## src/rtl/bm_memory_arbiter.sv

```systemverilog
// bm_memory_arbiter: round-robin arbiter that clears and then shares a single-port register file
module bm_memory_arbiter #(
    parameter int BITS      = 2,
    parameter int ADDR_BITS = 2
) (
    input  logic                 clock,
    input  logic                 reset,
    input  logic                 req_a,
    input  logic                 we_a,
    input  logic [ADDR_BITS-1:0] addr_a,
    input  logic [BITS-1:0]      wdata_a,
    input  logic                 req_b,
    input  logic                 we_b,
    input  logic [ADDR_BITS-1:0] addr_b,
    input  logic [BITS-1:0]      wdata_b,
    output logic                 gnt_a,
    output logic                 gnt_b,
    output logic [BITS-1:0]      rdata,
    output logic                 rvalid,
    output logic                 rvalid_id,
    output logic                 busy
);
    localparam int DEPTH = 1 << ADDR_BITS;

    typedef enum logic {CLEAR, SERVE} state_t;

    state_t                state, state_next;
    logic [ADDR_BITS-1:0]  clear_ptr;
    logic                  last;
    logic [BITS-1:0]       mem [DEPTH];
    logic                  gnt;
    logic                  acc_we;
    logic [ADDR_BITS-1:0]  acc_addr;
    logic [BITS-1:0]       acc_wdata;

    assign gnt       = gnt_a | gnt_b;
    assign acc_we    = gnt_b ? we_b : we_a;
    assign acc_addr  = gnt_b ? addr_b : addr_a;
    assign acc_wdata = gnt_b ? wdata_b : wdata_a;

    // Next state and grants; last = 1 means B was served most recently, so A wins a tie
    always_comb begin
        state_next = state;
        busy       = 1'b0;
        gnt_a      = 1'b0;
        gnt_b      = 1'b0;
        if (state == CLEAR) begin
            busy       = 1'b1;
            state_next = (clear_ptr == ADDR_BITS'(DEPTH - 1)) ? SERVE : CLEAR;
        end else begin
            gnt_a = req_a & (~req_b | last);
            gnt_b = req_b & ~gnt_a;
        end
    end

    // State register
    always_ff @(posedge clock) begin
        if (reset) state <= CLEAR;
        else       state <= state_next;
    end

    // Memory array: zeroed by the sweep, written by granted writes; untouched while in reset
    always_ff @(posedge clock) begin
        if (!reset) begin
            if (state == CLEAR)    mem[clear_ptr] <= '0;
            else if (gnt && acc_we) mem[acc_addr] <= acc_wdata;
        end
    end

    // Sweep pointer, fairness history and registered read port
    always_ff @(posedge clock) begin
        if (reset) begin
            clear_ptr <= '0;
            last      <= 1'b1;
            rvalid    <= 1'b0;
            rvalid_id <= 1'b0;
            rdata     <= '0;
        end else begin
            rvalid <= 1'b0;
            if (state == CLEAR) begin
                clear_ptr <= clear_ptr + 1'b1;
            end else if (gnt) begin
                last <= gnt_b;
                if (!acc_we) begin
                    rdata     <= mem[acc_addr];
                    rvalid    <= 1'b1;
                    rvalid_id <= gnt_b;
                end
            end
        end
    end
endmodule

```

## config.mk

```make
export PLATFORM = sky130hd
export DESIGN_NAME = bm_memory_arbiter
export DESIGN_NICKNAME = d
export VERILOG_FILES = /design/src/rtl/bm_memory_arbiter.sv
export SDC_FILE = /design/constraint.sdc
export NUM_CORES = 1
export LEC_CHECK = 0
export BUFFER_PORTS_ARGS = -buffer_cell sky130_fd_sc_hd__buf_2
export CAP_MARGIN = 20
export CORE_ASPECT_RATIO = 1.2
export CORE_MARGIN = 2
export CORE_UTILIZATION = 46
export DETAILED_ROUTE_END_ITERATION = 12
export GPL_ROUTABILITY_DRIVEN = 0
export HOLD_SLACK_MARGIN = 0.06
export PLACE_DENSITY = 0.73
export REMOVE_ABC_BUFFERS = 1
export SYNTH_ARGS = -nofsm -noshare
export SYNTH_HDL_FRONTEND = slang
export SYNTH_SLANG_ARGS = --single-unit
```

## constraint.sdc

```tcl
create_clock -name clock -period 1.8 [get_ports clock]
set_clock_uncertainty 0.15 [all_clocks]
set_input_delay 0.09 -clock clock [delete_from_list [all_inputs] [get_ports clock]]
set_output_delay 0.09 -clock clock [all_outputs]
set_load 0.05 [all_outputs]
```

==> metrics.cfg <==
[power]
clkPwrFrac_pct=22.5
power_frac_seq_pct=51.2
power_frac_comb_pct=26.2
power_density_nw_per_um2=735
p_leak_nw=0.487
total_switching_power_uw=279
internal_power_uw=595
vdd_ir_drop_max_mv=0.378
finalPower_uw=874
swShare_pct=31.9

[grt]
grt-ovfl-total=0
grt_pass1_vias=776
grt.total_usage_pct=20.1
antenna_found_initial=0
grt_start_max_net_pins=11
grt_pass1_wl_um=3290

[sta]
tightest_slew_ns=0.428
finalWorstSetupSlack_ns=0.0309
period_minus_slack_ns=1.77
max_freq_mhz=565
hold_viol=0
period_share_pct=98.3
setup_tns_ns=0
final-setup-viol-count=0
whs_ns=0.0689
maxSlewViolCount=0
relSlewSlack_pct=71.2
grt_setup_unrepaired=true

[place]
place_ws_ns=-0.0955
post-dp-hpwl_um=1550
portBuffers=20
dp.cells=134
dpl_cell_area_sq_um=1050

[synth]
ys_ff_latch=16
yosys.area.top_type=edfxtp_1
syn-instance-count=86
yosys.area_share.simple_pct=17.1
synth_top_family_by_area=compound AO/OA/AOI/OAI gates
ys_types=34
synth_area_per_cell_sq_um=9.94
synth_xor_area_share_pct=1.02
synth_top_area_share_pct=28.1
synthesis.area_sq_um=855
synth_area_leaders=edfxtp_1 (28%), dfxtp_1 (19%), a2111oi_2 (5.3%), nand2_1 (5.3%), a21boi_0 (4.4%)
synthMuxAreaShare_pct=2.34
yosysWarningCount=0
synth-seq-area-share_pct=46.9
synth_compound_area_share_pct=27.4
synthAdderAreaFrac_pct=1.46

[final_layout]
antenna-diode-count=0
utilization_pct=66.5
areaGrowthSynthToFinish_pct=39.1
nets=139
layout.cells.non_filler=142
drive_gt1_share_pct=44.7
fin_area_sq_um=1190

[routing]
vias_per_cell=5.61
routed_wl_um=2070
drtIter0Drc=12
wl_per_cell_um=14.6
vias=797
drt_first_pass_iters=4
drc=0
drtAntennaViolNets=0

[critical_path]
crit_cells=6
critPathMaxFanout=5
critPathKind=register to register
endpoint_kind=register
worstPathArrival_ns=1.81
path_delay_family=compound AO/OA/AOI/OAI gates
cp-start-kind=register
cp_num_buf_inv=1
cpMaxStageDelayCell=a21boi_0
required_ns=1.84
cp_cell_sequence=a21boi_2 -> buf_4 -> nand3_1 -> a21boi_0 -> a2111oi_4 -> a2111oi_2
reg2reg_depth=6
cp_slowest_stage_delay_ns=0.38

[worst_hold_path]
timing.hold.worst.class=primary input to register
hold_depth=4

[clocking]
postCtsSetupBuffers=0
clock-root-buffer=clkbuf_4
cts_tree=yes
clk_pin_slew_worst_paths_ns=0.09
worstSkewPairLatency_ns=0.29
cts_num_sinks=16
clock_path_buffers=2
numCtsBuffers=3
cts_max_level=1

[floorplan]
row_count=17
die_y_um=51.2
dieArea_sq_um=2220
dieWidth_um=43.3
ioPinCount=21
core_area_sq_um=1790
start_util_pct=47.8

[run_status]
status=finished, final reports clean

[job]
maxCapViolations=0

routing by layer:
layer / track usage [%] / routed length, um / vias to the layer above
li1: - / - / 390
met1: 22.6 / 852 / 378
met2: 35.1 / 1110 / 24
met3: 3.89 / 75 / 5
met4: 11.1 / 37 / 0
met5: 0 / 0 / -
flip-flops by register name (all words and copies together), names as in the netlist:
signal and cells:
rdata 2, state 1, last 1, rvalid 1
clear_ptr 2, rvalid_id 1, mem 8
cell type report:
class,instances,area [sq um]
flip-flops and latches,16,405
repair buffers,36,230
well taps,19,23.8
fillers,151,598
clock buffers,3,22.5
clock inverters,1,3.75
inverters,5,18.8
multi-input cells,62,484
worst reg2reg max path, cell delays in order, from the launching register on:
cell,delay (ns)
dfxtp_2,0.36
a21boi_2,0.21
buf_4,0.15
nand3_1,0.10
a21boi_0,0.38
a2111oi_4,0.10
a2111oi_2,0.23
what timing repair did:
action / 4_1_cts / 5_1_grt
pin swaps: 1 / 4
hold buffers: 4 / 0
endpoints found under the hold margin: 8 / 0
gates resized for setup: 3 / 11
endpoints found under the setup margin: 14 / 18
logic make-up after synthesis:
kind of cell | after synthesis
AO/OA/AOI/OAI | 26
multiplexers | 2
AND/OR/NAND/NOR | 32
XOR/XNOR | 1
buffers and inverters | 8
adder cells (fa/ha/maj) | 1
flip-flops | 16
cells in the mapped netlist:
cell,instances
and3_1,2
and2_1,1
a21oi_1,3
o211ai_1,2
a21boi_0,5
inv_1,4
buf_2,2
mux2i_1,2
nand2_2,1
inv_2,1
nand2_1,12
a21boi_2,1
o21ai_1,1
o2bb2ai_1,1
ha_1,1
edfxtp_1,8
nor2_1,8
nand3_1,2
a21bo_4,1
nor2b_1,1
o311ai_1,1
o32ai_2,1
or3_1,1
and2_4,1
nor3_1,3
clkbuf_1,1
o22ai_1,2
o21ai_2,1
a2111oi_2,3
o21ai_4,1
xor2_1,1
a211oi_1,1
o21ai_0,2
dfxtp_1,8
worst paths after layout:
kind             from  endpoint  slack (ns)
min reg2reg  rdata[0]  rdata[0]        0.33
max reg2reg      last  rdata[1]        0.03
min              we_a  rdata[0]        0.07
max              last  rdata[1]        0.03
cells in the final DEF, fill, tap and decap left out, types with 2 or more instances in the layout:
cell / count
buf_2: 20
nand2_1: 12
buf_4: 12
nor2_1: 8
edfxtp_1: 8
dfxtp_1: 6
a21boi_0: 5
inv_1: 4
dlygate4sd3_1: 4
a21oi_1: 3
clkbuf_4: 3
o211ai_1: 2
nor3_2: 2
o21ai_2: 2
o21ai_1: 2
o22ai_2: 2
and3_1: 2
mux2i_1: 2
a2111oi_4: 2
power groups by stage:
stage	logic (mW)	clock network (mW)	registers, mW
final	0.229	0.197	0.447
after detailed placement	0.202	0	0.452
after global routing	0.252	0.221	0.452
after global placement	0.197	0	0.450
after CTS	0.210	0.200	0.445
after floorplan	0.117	0	0.458
Note: power is estimated with default switching activity, not from simulation.
